## config.mk

```make
export PLATFORM = sky130hd
export DESIGN_NAME = uart_rx_frame_ctrl
export DESIGN_NICKNAME = d
export VERILOG_FILES = /design/src/rtl/uart_rx_frame_ctrl.sv
export SDC_FILE = /design/constraint.sdc
export NUM_CORES = 1
export LEC_CHECK = 0
export CORE_MARGIN = 2
export CORE_UTILIZATION = 40
export DETAILED_ROUTE_END_ITERATION = 8
export PLACE_DENSITY = 0.69
export SYNTH_ARGS = -nofsm -noshare
export SYNTH_HDL_FRONTEND = slang
export SYNTH_SLANG_ARGS = --single-unit
```

## constraint.sdc

```tcl
create_clock -name CLK -period 4.65 [get_ports CLK]
set_input_delay 0.93 -clock CLK [delete_from_list [all_inputs] [get_ports CLK]]
set_output_delay 0.93 -clock CLK [all_outputs]
set_load 0.1 [all_outputs]
```

## src/rtl/uart_rx_frame_ctrl.sv

```systemverilog
`default_nettype none
// ============================================================================
// Module   : uart_rx_frame_ctrl
// Brief    : UART RX frame controller. Handles start detection, oversampled bit
//            timing, LSB-first deserialisation, parity and stop checking.
// Revision : 1.0 - initial release
// ============================================================================
module uart_rx_frame_ctrl #(
  parameter int DATA_WIDTH      = 8,
  parameter int PRESCALER_WIDTH = 5
) (
  input  logic                       CLK,
  input  logic                       RST,
  input  logic                       rx_in,
  input  logic [PRESCALER_WIDTH-1:0] prescale,
  input  logic                       par_en,
  input  logic                       par_typ,
  input  logic                       sampled_bit,
  output logic                       dat_samp_en,
  output logic [PRESCALER_WIDTH-1:0] edge_cnt,
  output logic [DATA_WIDTH-1:0]      p_data,
  output logic                       data_valid,
  output logic                       par_err,
  output logic                       stp_err,
  output logic                       busy
);

  localparam int                         CNT_W      = $clog2(DATA_WIDTH + 1);
  localparam logic [PRESCALER_WIDTH-1:0] C_ONE      = PRESCALER_WIDTH'(1);
  localparam logic [PRESCALER_WIDTH-1:0] C_MIN_P    = PRESCALER_WIDTH'(8);
  localparam logic [PRESCALER_WIDTH-1:0] C_MIN_LAST = PRESCALER_WIDTH'(7);
  localparam logic [CNT_W-1:0]           C_CNT_ONE  = CNT_W'(1);
  localparam logic [CNT_W-1:0]           C_LAST_BIT = CNT_W'(DATA_WIDTH - 1);

  typedef enum logic [2:0] {
    S_IDLE   = 3'd0,
    S_START  = 3'd1,
    S_DATA   = 3'd2,
    S_PARITY = 3'd3,
    S_STOP   = 3'd4
  } state_t;

  state_t                       r_state;
  state_t                       w_next;
  logic [PRESCALER_WIDTH-1:0]   r_edge_cnt;
  logic [PRESCALER_WIDTH-1:0]   r_last_edge;
  logic [CNT_W-1:0]             r_bit_cnt;
  logic [DATA_WIDTH-1:0]        r_shift;
  logic [DATA_WIDTH-1:0]        r_p_data;
  logic                         r_data_valid;
  logic                         r_par_err;
  logic                         r_stp_err;
  logic                         r_par_en;
  logic                         r_par_typ;

  logic [PRESCALER_WIDTH-1:0]   w_last_edge;
  logic                         w_start_det;
  logic                         w_bit_end;
  logic                         w_last_bit;
  logic                         w_par_exp;

  // The port cannot hold 2**PRESCALER_WIDTH, so 0 encodes the largest ratio
  // (all-ones last edge); other ratios below 8 run at 8.
  always_comb begin
    w_last_edge = prescale - C_ONE;
    if (prescale == '0) begin
      w_last_edge = '1;
    end else if (prescale < C_MIN_P) begin
      w_last_edge = C_MIN_LAST;
    end
  end

  always_comb begin
    w_start_det = (r_state == S_IDLE) && !rx_in;
    w_bit_end   = (r_state != S_IDLE) && (r_edge_cnt == r_last_edge);
    w_last_bit  = (r_bit_cnt == C_LAST_BIT);
    w_par_exp   = r_par_typ ? ~^r_shift : ^r_shift;
  end

  always_ff @(posedge CLK or negedge RST) begin
    if (!RST) begin
      r_state <= S_IDLE;
    end else begin
      r_state <= w_next;
    end
  end

  always_comb begin
    w_next = r_state;
    case (r_state)
      S_IDLE: begin
        if (!rx_in) w_next = S_START;
      end
      S_START: begin
        if (w_bit_end) w_next = sampled_bit ? S_IDLE : S_DATA;
      end
      S_DATA: begin
        if (w_bit_end && w_last_bit) w_next = r_par_en ? S_PARITY : S_STOP;
      end
      S_PARITY: begin
        if (w_bit_end) w_next = S_STOP;
      end
      S_STOP: begin
        if (w_bit_end) w_next = S_IDLE;
      end
      default: w_next = S_IDLE;
    endcase
  end

  always_ff @(posedge CLK or negedge RST) begin
    if (!RST) begin
      r_edge_cnt   <= '0;
      r_last_edge  <= C_MIN_LAST;
      r_bit_cnt    <= '0;
      r_shift      <= '0;
      r_p_data     <= '0;
      r_data_valid <= 1'b0;
      r_par_err    <= 1'b0;
      r_stp_err    <= 1'b0;
      r_par_en     <= 1'b0;
      r_par_typ    <= 1'b0;
    end else begin
      r_data_valid <= 1'b0;

      if ((r_state == S_IDLE) || w_bit_end) begin
        r_edge_cnt <= '0;
      end else begin
        r_edge_cnt <= r_edge_cnt + C_ONE;
      end

      // Frame configuration is frozen at start detection.
      if (w_start_det) begin
        r_last_edge <= w_last_edge;
        r_par_en    <= par_en;
        r_par_typ   <= par_typ;
        r_par_err   <= 1'b0;
        r_stp_err   <= 1'b0;
      end

      if (w_bit_end) begin
        case (r_state)
          S_START: begin
            r_bit_cnt <= '0;
          end
          S_DATA: begin
            r_shift   <= {sampled_bit, r_shift[DATA_WIDTH-1:1]};
            r_bit_cnt <= r_bit_cnt + C_CNT_ONE;
          end
          S_PARITY: begin
            if (sampled_bit != w_par_exp) r_par_err <= 1'b1;
          end
          S_STOP: begin
            r_stp_err <= ~sampled_bit;
            if (sampled_bit && !r_par_err) begin
              r_p_data     <= r_shift;
              r_data_valid <= 1'b1;
            end
          end
          default: ;
        endcase
      end
    end
  end

  assign dat_samp_en = (r_state != S_IDLE);
  assign busy        = (r_state != S_IDLE);
  assign edge_cnt    = r_edge_cnt;
  assign p_data      = r_p_data;
  assign data_valid  = r_data_valid;
  assign par_err     = r_par_err;
  assign stp_err     = r_stp_err;

endmodule
`default_nettype wire

```

Word-level counts from Yosys, hierarchy flattened
Index checks and enable logic that the tools add are counted.
{"block": "totals", "reg_bits": 38, "out_inout_bits": 18, "word_cells": 68, "in_bits": 11}
{"block": "op_classes", "reduce_logical": 17, "bitwise_logic": 1, "eq_ne": 12, "order_cmp": 1, "muxes": 23, "n_addsub": 3}
{"cell": "two-way mux 3 bit", "n": 6}
{"cell": "two-way mux 5 bit", "n": 3}
{"cell": "case mux 3 bit (5 select lines)", "n": 1}
{"cell": "two-way mux 1 bit", "n": 11}
{"cell": "!= test 2 bit (second input constant)", "n": 5}
{"cell": "case mux 4 bit (2 select lines)", "n": 1}
{"cell": "XNOR reduction 8 bit", "n": 1}
{"cell": "parity 8 bit", "n": 1}
{"cell": "== test 3 x 2 -> 1 bit (second input constant)", "n": 2}
{"cell": "adder 5 x 1 -> 5 bit (second input constant)", "n": 1}
{"cell": "== test 5 bit", "n": 1}
{"cell": "logical NOT 5 bit", "n": 1}
{"cell": "< comparator 5 x 4 -> 1 bit (second input constant)", "n": 1}
{"cell": "AND reduction 5 bit", "n": 1}
{"cell": "subtractor 5 x 1 -> 5 bit (second input constant)", "n": 1}
{"cell": "adder 4 x 1 -> 4 bit (second input constant)", "n": 1}
{"cell": "== test 4 x 3 -> 1 bit (second input constant)", "n": 1}
{"cell": "logical AND 1 bit", "n": 4}
{"cell": "AND reduction 2 bit", "n": 2}
{"cell": "== test 3 x 1 -> 1 bit (second input constant)", "n": 1}
{"cell": "== test 3 bit (second input constant)", "n": 1}
{"cell": "logical NOT 3 bit", "n": 1}
{"cell": "AND reduction 3 bit", "n": 1}
{"cell": "nonzero test 3 bit", "n": 1}
{"cell": "other kinds (6)", "n": 7}

Depth between registers and ports, before layout
Gate-level depths: netlist of the first run.
{"block": "depth", "word_depth": 6, "mapped_depth": 6, "ltp_nobuf": 6}

Worst setup path after synthesis of the first run
No wires, ideal clock.
{"block": "synth_path", "path_type": "register to output", "from": "register r_state[0]", "to": "output port dat_samp_en", "stages_incl_launch_ff": 4, "path_buffers": 2, "t_arrival_ns": 1.843, "path_slack_ns": 1.877, "required_time_ns": 3.720, "path_cell_list": "dfrtp_1 > or3_1 > clkbuf_1 > buf_4"}
{"block": "synth_via", "elab_chain_cells": 1}
{"element": "from (decl)", "line": "43", "rtl": "state_t r_state;"}
{"element": "from (signal assigned)", "line": "84", "rtl": "r_state <= w_next;"}
{"element": "nonzero test 3 bit"}
{"element": "to (decl)", "line": "19", "rtl": "output logic dat_samp_en,"}
No other way between the ends.

Worst setup path in the final report of the first run
{"block": "layout_path", "from": "register r_state[0]", "to": "output port busy"}
{"block": "layout_via", "elab_chain_cells": 1}
{"element": "nonzero test 3 bit", "line": "166", "rtl": "assign busy = (r_state != S_IDLE);"}
{"element": "to (decl)", "line": "25", "rtl": "output logic busy"}
No other way between the ends.

==> results of run 1 <==
## critical path: stages, from the launching register on
cell and delay [ns]:
dfrtp_1 0.50, or3_1 0.49, clkdlybuf4s50_1 1.02
## logic make-up after synthesis
logic type | count (synthesis) | share of synthesized area (%)
compound gates | 25 | 8.46
xor+xnor | 19 | 8.65
flops | 38 | 49.6
fa+ha+maj | 3 | 1.95
simple gates | 56 | 14.3
buf+inv | 17 | 5.01
mux | 18 | 12.0
## layer usage
layer  part of all wire, %  wire [um]  up-vias  global-route usage [%]
li1                      -          -      651                       -
met2                    48       1620       21                    23.0
met3                   3.2        110        7                    3.29
met5                     0          0        -                       0
met1                    47       1580      636                    19.6
met4                   2.3         78        0                    7.27
## stage by stage
step	std cells	power, mW
after global routing	257	1.48
after CTS	257	1.39
final	257	1.38
after global placement	249	1.14
after floorplan	176	1.03
after detailed placement	249	1.15
## Yosys cell counts, types with 2 or more instances
cell       n  area (um2)
nand2_1   15        56.3
a31oi_1    3        18.8
dfstp_2    3        78.8
xor2_1     7        61.3
dfrtp_1   35         876
a21oi_1    2        10.0
nor2_1    16        60.1
xnor2_1   12         105
inv_1      8        30.0
nand3_1    8        40.0
ha_1       3        37.5
mux2i_1    2        20.0
clkbuf_1   4        15.0
mux2_2     8        90.1
o41ai_1    2        17.5
or3_1      3        18.8
o21ai_0   10        50.1
nor3_1     2        10.0
nand2b_1   2        12.5
mux2_4     8         120
o311ai_0   2        17.5
clkbuf_8   2        27.5
## final timing paths
path,start,end,slack [ns],cells after the start
max,r_state[0],busy,1.42,2
min,r_par_en,r_par_en,0.50,2
max reg2reg,edge_cnt[2],p_data[2],2.62,5
min reg2reg,r_par_en,r_par_en,0.50,2
max in group asynchronous,RST,r_bit_cnt[0],3.41,1
min in group asynchronous,RST,p_data[6],0.72,1
## final cells by class
type | count | area, um2
fill | 452 | 2400
sequential | 38 | 955
multi-input combinational | 121 | 872
timing repair buffer | 28 | 275
clock buffer | 6 | 82.6
tap | 54 | 67.6
inverter | 8 | 30.0
clock inverter | 2 | 12.5
## cells in the final DEF (no fill, tap or decap), types with 2 or more instances in the layout
cell type,synthesis,final
mux2_4,8,8
nor2_1,16,16
a21oi_1,2,2
clkdlybuf4s50_1,0,27
ha_1,3,3
inv_1,8,8
clkbuf_8,2,6
o41ai_1,2,2
or3_1,3,3
dfstp_2,3,3
dfrtp_1,35,35
xor2_1,7,7
nand2b_1,2,2
mux2i_1,2,2
o21ai_0,10,10
nor3_1,2,2
xnor2_1,12,12
mux2_2,8,8
nand3_1,8,8
o311ai_0,2,2
a31oi_1,3,3
nand2_1,15,15
## report_power, final
group / total (mW) / switching (mW) / internal [mW]
combinational: 0.619 / 0.404 / 0.215
clock: 0.240 / 0.121 / 0.119
sequential: 0.519 / 0.101 / 0.419
## state kept, by name (all words and copies together) (netlist names)
register / count
p_data: 8
r_shift: 8
edge_cnt: 5
r_last_edge: 5
r_bit_cnt: 4
r_state: 3
data_valid: 1
par_err: 1
r_par_en: 1
r_par_typ: 1
stp_err: 1
==> results.tsv, run 1 <==
metric	value	unit
status	finished, final reports clean	
cts_num_sinks	38	
viasPerCell	5.12	
ctsResizeCount	0	
holdCritPathClass	flop to flop	
final.setup.tns	0	ns
htreeDepth	2	
gp_congestion	0.766	
peakVddDrop	479	uV
ys_types	41	
rsz0062_at_grt	false	
grtUsageTotal	14.8	%
slew_viol_final	0	
required	3.72	ns
worstPathArrival	2.30	ns
io_buffers	28	
end_kind	output pin	
ioPinCount	29	
max_slew_margin	34.2	%
cts_buffer_depth	2	
hold_buffers	0	
syn_area_per_cell	10.9	um2
worstSkewPairLatency	0.29	ns
area_delta_synth_final	19.3	%
fmax	310	MHz
cp-start-kind	flop	
cts_tree	built	
report.final.hold_viol_count	0	
fin_skew	0.00577	ns
antenna_left	0	
die_x	73.3	um
grt.overflow.total	0	
drv_cap	0	
ys.flop_type	dfrtp_1	
path_class	flop to output pin	
p_per_area	601	nW/um2
yosys_warnings	0	
antenna_found_initial	0	
final_core_util	48.9	%
synth-edff-count	0	
n_antenna_cell	0	
dp_hpwl	2500	um
cts_made_buffers	5	
synth-seq-cells	38	
core_area	4690	um2
final_area	2290	um2
timing.final.crit_share	69.5	%
clock-root-buffer	clkbuf_8	
worst_pin_slew	0.984	ns
dp_slack	1.74	ns
synth_cells	176	
dr.pass1.iters	4	
vias	1315	
nets	216	
die_y	73.3	um
fin_ws	1.42	ns
grt_max_degree	39	
syn_area	1920	um2
async_flop_share	100	%
fin_hold_ws	0.504	ns
critical_path.max_fanout	14	
grt_pass1_wl	6050	um
setup_violations	0	
first_iter_violations	58	
die_area	5380	um2
clk_pin_slew	0.07	ns
grt_pass1_vias	1303	
period_needed	3.23	ns
ys_seq_area_share	49.6	%
drc	0	
post_cts_buffers	0	
initial_utilization	41.0	%
cellLeakagePower	1.04	nW
syn_nets	190	
place_area	2200	um2
num_rows	25	
drt-total-wl	3390	um
drive_gt1_share	16.7	%
wl_per_cell	13.2	um
(Power assumes the default switching activity.)
==> inputs of run 2 (changes only) <==
PLACE_DENSITY = 0.71   (was 0.69)
clock period = 2.7 ns   (was 4.65 ns; I/O delays follow)
==> results.tsv, run 2 (same netlist as run 1, synthesis figures left out) <==
metric	value	unit	change
die_y	73.3	um	unchanged
grt_pass1_vias	1321		+1.4%
worstSetupStartpoint	r_state[0]		
r2r-start	r_last_edge[2]		
dp_slack	0.531	ns	-1.21 ns
antenna_left	0		unchanged
most-common-layout-cells	35 x dfrtp_1, 18 x buf_4, 16 x nor2_1, 15 x nand2_1, 12 x xnor2_1		
path_class	flop to output pin		
n_antenna_cell	0		unchanged
wl_per_cell	14.7	um	+11%
clock-root-buffer	clkbuf_8		
cellLeakagePower	1.07	nW	+3.0%
grt_pass1_wl	6340	um	+4.8%
nets	216		unchanged
rsz0062_at_grt	false		
die_area	5380	um2	unchanged
fin_skew	0.00892	ns	+0.00315 ns
worstSkewPairLatency	0.29	ns	about the same
grtUsageTotal	15.6	%	+0.81 points
post_cts_buffers	0		unchanged
final_area	2250	um2	-2.0%
final_common_cell	dfrtp_1		
ctsResizeCount	0		unchanged
grt_max_degree	39		unchanged
grt.overflow.total	0		unchanged
cts_num_sinks	38		unchanged
holdCritPathClass	primary input to asynchronous set/reset pin		
io_buffers	28		unchanged
end_kind	output pin		
critical_path.max_fanout	14		unchanged
n_fill_cell	438		-3.1%
initial_utilization	41.0	%	unchanged
place_area	2150	um2	-2.0%
drc	0		unchanged
drive_gt1_share	25.6	%	+8.9 points
first_iter_violations	87		+50%
drt-total-wl	3770	um	+11%
slew_viol_final	0		unchanged
htreeDepth	2		unchanged
fmax	466	MHz	
vias	1350		+2.7%
worstPathArrival	1.61	ns	-0.69 ns
drv_cap	0		unchanged
antenna_found_initial	0		unchanged
hold_buffers	0		unchanged
fin_ws	0.553	ns	-0.867 ns
post_layout_nonfiller_instances	257		unchanged
status	finished, final reports clean		
seqCellArea	955	um2	unchanged
gp_congestion	0.792		+3.5%
multi_input_area	872	um2	unchanged
placed_cells	249		unchanged
dr.pass1.iters	4		unchanged
num_rows	25		unchanged
peakVddDrop	614	uV	+28%
final.setup.tns	0	ns	unchanged
cts_buffer_depth	2		unchanged
viasPerCell	5.25		+2.7%
area_delta_synth_final	17.0	%	
timing.final.crit_share	79.5	%	
max_slew_margin	44.0	%	+9.7 points
ioPinCount	29		unchanged
report.final.hold_viol_count	0		unchanged
clk_pin_slew	0.08	ns	about the same
setup_violations	0		unchanged
core_area	4690	um2	unchanged
worst_pin_slew	0.841	ns	-0.143 ns
cp-start-kind	flop		
required	2.16	ns	-1.56 ns
cts_tree	built		
die_x	73.3	um	unchanged
dp_hpwl	2640	um	+5.5%
period_needed	2.15	ns	
cts_made_buffers	5		unchanged
p_per_area	1060	nW/um2	+76%
-- run 2: routing by layer --
layer | share of wire (%) | up-vias | global-route usage [%]
met4 | 2.1 | 0 | 7.27
met5 | 0 | - | 0
met2 | 50 | 34 | 24.4
li1 | - | 657 | -
met3 | 4.1 | 6 | 3.02
met1 | 44 | 653 | 21.0
-- run 2: area by class of cell --
cell class / instances / area share (%)
Timing Repair Buffer: 28 / 10.2
Tap cell: 54 / 3.00
Inverter: 8 / 1.33
Sequential cell: 38 / 42.4
Multi-Input combinational cell: 121 / 38.8
Clock inverter: 2 / 0.556
Clock buffer: 6 / 3.67
-- run 2: path summary, 6_finish.rpt --
check                      depth (start not counted)        endpoint  slack [ns]
hold / removal                                     1       p_data[6]        0.35
max in group asynchronous                          1     edge_cnt[4]        1.83
hold reg to reg                                    2  r_last_edge[3]        0.50
setup / recovery                                   2     dat_samp_en        0.55
setup reg to reg                                   5       p_data[4]        0.64
min in group CLK                                   2  r_last_edge[3]        0.50
-- run 2: critical path, cell delays in order (launching register included) --
cell,delay [ns]
dfrtp_1,0.53
or3_1,0.50
buf_4,0.28
-- run 2: through the flow --
step	utilization, %	power, mW	hold slack (ns)
6_report	47.9	2.37	0.346
5_1_grt	47.9	2.53	0.412
4_1_cts	47.9	2.39	0.374
3_5_place_dp	45.9	1.97	0.489
3_3_place_gp	45.9	1.96	0.483
2_1_floorplan	-	1.77	0.244
-- run 2: report_power, final --
part / internal, mW / total, mW / leakage (nW) / switching [mW]
logic: 0.354 / 1.06 / 0.528 / 0.702
clock network: 0.205 / 0.416 / 0.0472 / 0.211
registers: 0.721 / 0.903 / 0.491 / 0.182
==> inputs of run 3 (changes only) <==
PLACE_DENSITY = 0.69   (was 0.71)
clock period = 2.2 ns   (was 2.7 ns; I/O delays follow)
==> results.tsv, run 3 (same netlist as run 1, synthesis figures left out) <==
metric	value	unit	change
wl_per_cell	13.8	um	-6.0%
report.final.hold_viol_count	0		unchanged
peakVddDrop	894	uV	+46%
viasPerCell	5.21		-0.85%
setup_violations	0		unchanged
antenna_left	0		unchanged
post_cts_buffers	0		unchanged
drc	0		unchanged
final_common_cell	dfrtp_1		
htreeDepth	2		unchanged
most-common-layout-cells	30 x dfrtp_1, 23 x buf_4, 16 x nor2_1, 15 x nand2_1, 12 x xnor2_1		
drive_gt1_share	29.0	%	+3.4 points
worst_pin_slew	0.552	ns	-0.289 ns
critical_path.max_fanout	12		-2
initial_utilization	41.0	%	unchanged
dp_hpwl	2740	um	+3.9%
cellLeakagePower	1.10	nW	+3.0%
area_delta_synth_final	20.6	%	
slew_viol_final	0		unchanged
hold_buffers	0		unchanged
timing.final.crit_share	91.1	%	
reg2reg_depth	5		unchanged
nets	223		+3.2%
clk_pin_slew	0.07	ns	about the same
rr_endpoint	p_data[5]		
holdCritPathClass	primary input to asynchronous set/reset pin		
cts_made_buffers	5		unchanged
period_needed	2.00	ns	
clock-root-buffer	clkbuf_8		
grt_max_degree	26		-33%
cp-start-kind	flop		
num_rows	25		unchanged
dr.pass1.iters	5		+1
cts_num_sinks	38		unchanged
die_x	73.3	um	unchanged
rsz0062_at_grt	false		
antenna_found_initial	0		unchanged
worstSkewPairLatency	0.29	ns	about the same
final_core_util	49.4	%	+1.5 points
max_slew_margin	63.2	%	+19 points
grtUsageTotal	16.0	%	+0.34 points
path_class	flop to output pin		
vias	1375		+1.9%
fmax	499	MHz	
io_buffers	28		unchanged
grt_pass1_vias	1346		+1.9%
grt.overflow.total	0		unchanged
reg2reg_slack	0.20	ns	-0.44 ns
cts_tree	built		
required	1.76	ns	-0.40 ns
ioPinCount	29		unchanged
end_kind	output pin		
fin_skew	0.00628	ns	-0.00264 ns
final.setup.tns	0	ns	unchanged
drv_cap	0		unchanged
n_antenna_cell	0		unchanged
worstPathArrival	1.56	ns	-0.05 ns
status	finished, final reports clean		
grt_pass1_wl	6350	um	+0.21%
n_fill_cell	444		+1.4%
drt-total-wl	3640	um	-3.4%
p_per_area	1280	nW/um2	+21%
die_area	5380	um2	unchanged
die_y	73.3	um	unchanged
gp_congestion	0.773		-2.5%
core_area	4690	um2	unchanged
r2r-start	r_last_edge[2]		
first_iter_violations	54		-38%
ctsResizeCount	0		unchanged
cts_buffer_depth	2		unchanged
-- run 3: stage by stage --
stage	power (mW)	instance area [um2]	instances	setup slack (ns)	hold WS (ns)
2_1_floorplan	2.18	1930	176	0.0129	0.144
3_3_place_gp	2.51	2240	256	0.248	0.464
3_5_place_dp	2.52	2240	256	0.210	0.461
4_1_cts	2.99	2320	264	0.191	0.147
5_1_grt	3.17	2320	264	0.0798	0.167
6_report	2.96	2320	264	0.197	0.134
-- run 3: worst max-delay path: stages, from the launching register on --
cell and delay, ns:
dfrtp_1 0.50, or3_1 0.53, buf_12 0.24
-- run 3: power breakdown --
| part | internal (mW) | switching (mW) | leakage [nW] |
|---|---|---|---|
| clock network | 0.225 | 0.227 | 0.0395 |
| logic | 0.512 | 0.905 | 0.574 |
| registers | 0.893 | 0.199 | 0.484 |
-- run 3: layer usage --
layer	GRT usage (%)	wire length, um
met3	4.39	135
met1	20.4	1680
met5	0	0
met4	7.88	83
met2	25.0	1740
-- run 3: worst max path at each step --
stage                   start  slack [ns]         end  cells after the start
6_report           r_state[1]        0.20        busy                      2
3_5_place_dp   r_last_edge[2]        0.21   p_data[1]                      5
5_1_grt        r_last_edge[2]        0.08   p_data[1]                      5
3_3_place_gp   r_last_edge[2]        0.25  r_shift[6]                      5
4_1_cts            r_state[1]        0.19        busy                      2
2_1_floorplan     edge_cnt[2]        0.01  r_shift[0]                      6
-- run 3: final cells by class --
class	count	area, um2	area share (%)
flip-flops and latches	38	961	41.4
repair buffers	35	308	13.3
clock buffers	8	80.1	3.45
inverters	8	30.0	1.30
multi-input cells	121	872	37.6
well taps	54	67.6	2.91
